`config.mk`:
```
export PLATFORM = sky130hd
export DESIGN_NAME = phj_input_framer
export DESIGN_NICKNAME = d
export VERILOG_FILES = /design/src/rtl/phj_input_pkg.sv /design/src/rtl/phj_skid_buffer.sv /design/src/rtl/phj_input_framer.sv
export SDC_FILE = /design/constraint.sdc
export NUM_CORES = 2
export LEC_CHECK = 0
export CAP_MARGIN = 30
export CORE_UTILIZATION = 28
export DETAILED_ROUTE_END_ITERATION = 7
export PLACE_DENSITY = 0.49
export SLEW_MARGIN = 20
export SYNTH_ARGS = -nofsm -noshare
export SYNTH_HDL_FRONTEND = slang
export SYNTH_SLANG_ARGS = --single-unit
```
`constraint.sdc`:
```
create_clock -name clk -period 48.2 [get_ports clk]
set_input_delay 9.64 -clock clk [delete_from_list [all_inputs] [get_ports clk]]
set_output_delay 9.64 -clock clk [all_outputs]
set_load 0.05 [all_outputs]
```
`src/rtl/phj_input_pkg.sv`:
```
// Shared types, constants and helpers for the hash-join input framer.
package phj_input_pkg;

    localparam int unsigned NUM_LANES = 8;
    localparam int unsigned LANE_BITS = $clog2(NUM_LANES);
    localparam int unsigned CNT_W     = 32;

    typedef enum logic [1:0] {
        StIdle,
        StBuild,
        StProbe,
        StDrain
    } framer_state_e;

    // Lane mask for the last beat of a relation, from N mod NUM_LANES.
    function automatic logic [NUM_LANES-1:0] tail_mask(input logic [LANE_BITS-1:0] rem);
        logic [NUM_LANES-1:0] m;
        m = '0;
        for (int i = 0; i < NUM_LANES; i++) begin
            m[i] = (rem == '0) || (LANE_BITS'(i) < rem);
        end
        return m;
    endfunction

    // Beats needed for N tuples; one extra bit so N = 2^CNT_W-1 cannot wrap.
    function automatic logic [CNT_W:0] beat_count(input logic [CNT_W-1:0] n);
        logic [CNT_W:0] sum;
        sum = {1'b0, n} + (CNT_W+1)'(NUM_LANES - 1);
        return sum >> LANE_BITS;
    endfunction

endpackage

```
`src/rtl/phj_skid_buffer.sv`:
```
// Two-entry skid buffer with a registered ready; output is zero while empty.
module phj_skid_buffer #(
    parameter int unsigned WIDTH = 8
) (
    input  logic             clk,
    input  logic             rst,
    input  logic [WIDTH-1:0] in_data,
    input  logic             in_valid,
    output logic             in_ready,
    output logic [WIDTH-1:0] out_data,
    output logic             out_valid,
    input  logic             out_ready
);

    logic [WIDTH-1:0] mem_q [2];
    logic             wr_q;
    logic             rd_q;
    logic [1:0]       cnt_q;
    logic [1:0]       cnt_d;
    logic             ready_q;
    logic             push;
    logic             pop;

    assign push      = in_valid & ready_q;
    assign pop       = out_valid & out_ready;
    assign out_valid = (cnt_q != 2'd0);
    assign out_data  = out_valid ? mem_q[rd_q] : '0;
    assign in_ready  = ready_q;

    // Occupancy after this cycle's accept and release.
    always_comb begin
        cnt_d = cnt_q + {1'b0, push} - {1'b0, pop};
    end

    // Storage, pointers and the ready flag that looks one cycle ahead.
    always_ff @(posedge clk) begin
        if (rst) begin
            mem_q[0] <= '0;
            mem_q[1] <= '0;
            wr_q     <= 1'b0;
            rd_q     <= 1'b0;
            cnt_q    <= 2'd0;
            ready_q  <= 1'b1;
        end else begin
            if (push) begin
                mem_q[wr_q] <= in_data;
                wr_q        <= ~wr_q;
            end
            if (pop) begin
                rd_q <= ~rd_q;
            end
            cnt_q   <= cnt_d;
            ready_q <= (cnt_d < 2'd2);
        end
    end

endmodule

```
`src/rtl/phj_input_framer.sv`:
```
// Frames a raw beat stream into build then probe relations with lane masks and
// last flags. Lane count and counter width come from phj_input_pkg.
module phj_input_framer
    import phj_input_pkg::*;
#(
    parameter int unsigned TUPLE_W = 64
) (
    input  logic                         clk,
    input  logic                         rst,
    input  logic [CNT_W-1:0]             cfg_build_count,
    input  logic [CNT_W-1:0]             cfg_probe_count,
    input  logic                         cfg_start,
    output logic                         cfg_busy,
    output logic                         cfg_done,
    output logic                         cfg_err,
    input  logic [NUM_LANES*TUPLE_W-1:0] s_data,
    input  logic                         s_valid,
    output logic                         s_ready,
    input  logic                         s_last,
    output logic [NUM_LANES*TUPLE_W-1:0] m_data,
    output logic [NUM_LANES-1:0]         m_valid,
    input  logic                         m_ready,
    output logic                         m_last_build,
    output logic                         m_last_probe,
    output logic                         m_last
);

    localparam int unsigned DATA_W = NUM_LANES * TUPLE_W;
    localparam int unsigned PAY_W  = DATA_W + NUM_LANES + 2;

    framer_state_e        state_q;
    logic [CNT_W:0]       rem_q;
    logic [CNT_W:0]       probe_beats_q;
    logic [NUM_LANES-1:0] build_tail_q;
    logic [NUM_LANES-1:0] probe_tail_q;
    logic                 busy_q;
    logic                 done_q;
    logic                 err_q;

    logic                 accepting;
    logic                 skid_ready;
    logic                 in_fire;
    logic                 final_beat;
    logic [NUM_LANES-1:0] push_mask;
    logic [DATA_W-1:0]    push_data;
    logic                 push_lb;
    logic                 push_lp;
    logic [PAY_W-1:0]     out_pay;
    logic                 out_valid;
    logic                 pop;

    assign accepting  = (state_q == StBuild) || (state_q == StProbe);
    assign s_ready    = accepting & skid_ready;
    assign in_fire    = s_valid & s_ready;
    assign final_beat = (rem_q == (CNT_W+1)'(1));
    assign push_lb    = (state_q == StBuild) && final_beat;
    assign push_lp    = (state_q == StProbe) && final_beat;
    assign pop        = m_ready & out_valid;

    // Lane mask for the incoming beat; disabled lanes are zeroed before buffering.
    always_comb begin
        push_mask = '1;
        push_data = '0;
        if (final_beat) begin
            push_mask = (state_q == StBuild) ? build_tail_q : probe_tail_q;
        end
        for (int i = 0; i < NUM_LANES; i++) begin
            push_data[i*TUPLE_W +: TUPLE_W] = s_data[i*TUPLE_W +: TUPLE_W] & {TUPLE_W{push_mask[i]}};
        end
    end

    phj_skid_buffer #(
        .WIDTH (PAY_W)
    ) u_skid (
        .clk       (clk),
        .rst       (rst),
        .in_data   ({push_lp, push_lb, push_mask, push_data}),
        .in_valid  (s_valid & accepting),
        .in_ready  (skid_ready),
        .out_data  (out_pay),
        .out_valid (out_valid),
        .out_ready (m_ready)
    );

    assign m_data       = out_pay[DATA_W-1:0];
    assign m_valid      = out_pay[DATA_W +: NUM_LANES];
    assign m_last_build = out_pay[DATA_W + NUM_LANES];
    assign m_last_probe = out_pay[DATA_W + NUM_LANES + 1];
    assign m_last       = m_last_probe;
    assign cfg_busy     = busy_q;
    assign cfg_done     = done_q;
    assign cfg_err      = err_q;

    // Run FSM, remaining-beat counter and sticky length checker.
    always_ff @(posedge clk) begin
        if (rst) begin
            state_q       <= StIdle;
            rem_q         <= '0;
            probe_beats_q <= '0;
            build_tail_q  <= '0;
            probe_tail_q  <= '0;
            busy_q        <= 1'b0;
            done_q        <= 1'b0;
            err_q         <= 1'b0;
        end else begin
            done_q <= 1'b0;
            unique case (state_q)
                StIdle: begin
                    if (cfg_start) begin
                        if ((cfg_build_count != '0) && (cfg_probe_count != '0)) begin
                            rem_q         <= beat_count(cfg_build_count);
                            probe_beats_q <= beat_count(cfg_probe_count);
                            build_tail_q  <= tail_mask(cfg_build_count[LANE_BITS-1:0]);
                            probe_tail_q  <= tail_mask(cfg_probe_count[LANE_BITS-1:0]);
                            err_q         <= 1'b0;
                            busy_q        <= 1'b1;
                            state_q       <= StBuild;
                        end else begin
                            err_q <= 1'b1;
                        end
                    end
                end
                StBuild: begin
                    if (in_fire) begin
                        if (final_beat) begin
                            rem_q   <= probe_beats_q;
                            state_q <= StProbe;
                        end else begin
                            rem_q <= rem_q - 1'b1;
                        end
                    end
                end
                StProbe: begin
                    if (in_fire) begin
                        rem_q <= rem_q - 1'b1;
                        if (final_beat) begin
                            state_q <= StDrain;
                        end
                    end
                end
                StDrain: begin
                    // The final probe beat is always the last one in the buffer.
                    if (pop && m_last_probe) begin
                        done_q  <= 1'b1;
                        busy_q  <= 1'b0;
                        state_q <= StIdle;
                    end
                end
                default: state_q <= StIdle;
            endcase
            if (in_fire && (s_last != push_lp)) begin
                err_q <= 1'b1;
            end
        end
    end

endmodule

```
==> results.yml <==
setup_path:
  cp.required_ps: 38560
  timing.rr.end: "u_skid.mem_q[0][133]$_SDFFCE_PN0P_"
  path_class: "flip-flop to primary output"
  crit_arrival_ps: 5230
  rrSetupSlack_ps: 42530
  crit_fanout: 51
  rr_worst_depth: 11
  end_kind: "primary output"
  start_kind: "flip-flop"
  rr_startpoint: "state_q[0]$_SDFFE_PP0P_"
  cp-endpoint: "m_data[343]"
clocking:
  htree_levels: 4
  cts_buffers: 138
  clk_pin_slew_worst_paths_ps: 60
  ctsHoldBuffers: 0
  clk_path_buf_depth: 3
  postCtsSetupRepairBufs: 0
  cts_root_buf: "clkbuf_16"
  clkSinkCount: 1134
  cts_resized: 0
  cts_tree: "built"
  worstSkewPairLatency_ps: 780
global_route:
  grt_pass1_wl_mm: 267.9
  grt_start_max_net_pins: 158
  grt_pass1_vias: 35470
  grt_use_total_pct: 19.95
  antenna_found_initial: 95
  globalRoute.totalOverflow: 0
placement:
  dpl-instance-area_um2: 66060
  place_ws_ps: 32990
  hpwl_mm: 136.9
  place_congestion: 0.8731
  numPlacedInstances: 7522
  io_buffers: 1108
power_and_ir_drop:
  p_per_area_nw_per_um2: 58.64
  swShare_pct: 41.43
  p_leak_nw: 24.63
  comb_power_share_pct: 42.8
  clkPwrFrac_pct: 24.6
  ir_worst_vdd_v: 0.00004502
  p_total_mw: 4.142
  power_frac_seq_pct: 32.6
  p_int_mw: 2.426
  p_switching_mw: 1.716
synth:
  syn_area_per_cell_um2: 12.59
  synth_cell_types: 81
  yosysTopAreaCell: "edfxtp_1"
  synth_nets: 4742
  ys.warnings.count: 0
  ys_top_cells_by_area: "edfxtp_1 (60%), and2_1 (12%), mux2i_1 (10%)"
  synth_area_um2: 52280
  synth_ff_type: "edfxtp_1"
  yosysSeqAreaShare_pct: 63.41
  synth-seq-cells: 1134
  synth_top_area_share_pct: 59.97
  async_flop_share_pct: 0
  synth_cells: 4152
  synth_edf_count: 1044
routing:
  drt-pass1-iter-count: 5
  vias: 36080
  drt_iter0_drc: 2371
  wl_mm: 195.4
  wl_per_cell_um: 25.04
  antenna_left: 0
  viasPerCell: 4.624
  drc: 0
sta:
  post-route-period-util_pct: 30.85
  slew_headroom_pct: 13.50
  finalHoldViolations: 0
  fmax_mhz: 67.25
  worst_slack_ps: 33330
  finalCriticalPeriod_ps: 14870
  finalSetupViolCount: 0
  worst_pin_slew_ps: 1297
  slew_violations: 0
  tns_ps: 0
  rsz0062_at_grt: "false"
  skew_ps: 34.21
  whs_ps: 468.7
layout:
  final_cells: 7804
  fin_area_um2: 70630
  nNetsFinal: 5777
  drive_gt1_share_pct: 5.798
  post-route-util_pct: 38.09
  fillers: 18160
  syn2layout_area_growth_pct: 35.11
floorplanning:
  die_w_um: 434.1
  fp.dieArea_um2: 188400
  core_area_um2: 185400
  initial_core_util_pct: 28.19
  die_h_um: 434.1
  rows: 158
  pin_count: 1109
job:
  max_cap_violations: 0
worst_hold_path:
  worst_hold_path_type: "flip-flop to flip-flop"
  worstHoldStart: "build_tail_q[0]$_SDFFE_PP0P_"
outcome:
  outcome: "finished clean"
[per-layer routing]
layer / vias to the layer above / routed length (um) / GRT usage (%)
met2: 1025 / 97890 / 34.10
met5: - / 618 / 0
met4: 98 / 6904 / 7.643
met1: 17890 / 76000 / 23.15
met3: 353 / 14010 / 6.266
li1: 16720 / - / -
[worst min path at each step]
stage	end	slack, ps	cells past startpoint
finish	build_tail_q[0]$_SDFFE_PP0P_	470	2
detailed placement	build_tail_q[0]$_SDFFE_PP0P_	460	2
global route	rem_q[22]$_SDFFE_PP0P_	510	2
CTS	build_tail_q[0]$_SDFFE_PP0P_	470	2
floorplan	probe_tail_q[0]$_SDFFE_PP0P_	440	2
global placement	probe_tail_q[0]$_SDFFE_PP0P_	450	2
[power by group through the flow]
stage	registers [mW]	clock network [mW]	logic, mW
floorplan	1.52	0	1.13
global placement	1.37	0	1.77
detailed placement	1.37	0	1.79
CTS	1.35	1.04	1.79
global route	1.37	1.08	1.87
finish	1.35	1.02	1.77
[placed cells by master (no fill, tap or decap), drive strengths merged, types with 4 or more instances in the layout]
cell type | Yosys | routed
bufinv | 0 | 6
nor2b | 10 | 10
clkinv | 1 | 52
clkbuf | 180 | 185
nand2 | 52 | 52
a31oi | 10 | 10
a32o | 4 | 4
o32ai | 10 | 10
a221oi | 13 | 13
diode | 0 | 29
a211oi | 37 | 37
ha | 8 | 8
nor2 | 629 | 629
nor4 | 33 | 33
mux2i | 539 | 539
buf | 105 | 72
o21ai | 22 | 22
or3 | 9 | 9
nand3 | 39 | 39
inv | 23 | 28
o211ai | 6 | 6
and4 | 5 | 5
o41ai | 4 | 4
a31o | 4 | 4
and3 | 15 | 15
nand4 | 27 | 27
a21oi | 35 | 35
o31ai | 4 | 4
xor2 | 28 | 28
nor3 | 36 | 36
or4 | 7 | 7
and2 | 1035 | 1035
a311oi | 9 | 9
xnor2 | 37 | 37
dfxtp | 90 | 90
nand2b | 4 | 4
edfxtp | 1044 | 1044
clkdlybuf4s50 | 0 | 1107
[registers in the layout (all words and copies together), names as in the netlist, 2 cells and up, named ones only]
signal	flops
build_tail_q	8
rem_q	33
u_skid.mem_q	1044
probe_tail_q	8
u_skid.cnt_q	2
state_q	2
probe_beats_q	30
[synthesized netlist by cell type, types with 3 or more instances]
cell	instances
o31a_1	3
edfxtp_1	1044
or3_1	9
nor4_1	26
o31ai_1	3
and3_1	14
buf_6	23
nand4_1	27
and4_1	5
buf_2	37
a21o_1	3
ha_1	8
nor2b_1	10
o32ai_1	10
a211oi_1	36
nor2_1	629
nand2b_1	4
inv_1	23
nor4_2	5
o21ai_0	19
nand2_1	50
a21oi_1	35
a311oi_1	9
and2_1	1033
a221oi_1	11
buf_1	43
dfxtp_1	90
xnor2_1	37
o21ai_1	3
clkbuf_1	180
mux2i_1	539
nor3_1	34
o211ai_1	6
nand3_1	38
a31oi_1	10
a32o_1	4
or4_1	7
xor2_1	28
o41ai_1	4
a31o_2	3
[cells by family (layout without fill, tap and decap cells)]
family	after synthesis	after routing	share of synthesized area [%]
simple gates	1913	1913	19.75
xor+xnor	65	65	1.089
flops	1134	1134	63.41
mux	539	539	10.32
other cells	0	29	0
fa+ha+maj	8	8	0.1915
compound gates	184	184	2.582
buf+inv	309	1452	2.652
[worst max-delay path, stage by stage, from the launching register on]
cell	delay, ps
dfxtp_4	740
buf_4	820
buf_4	520
buf_16	310
buf_4	720
mux2i_1	180
nor2_1	160
clkdlybuf4s50_1	840
[layout make-up]
cell class                 count  area (um2)  area share (%)
sequential                  1134       33160           46.94
multi-input combinational   2709       17960           25.43
timing repair buffer        1180       11850           16.77
clock buffer                 184        3819           5.406
tap                         2480        3103           4.393
clock inverter                64       583.1          0.8255
inverter                      24       90.09          0.1275
antenna                       29       72.57          0.1027
Power figures use the tool's default switching activity.
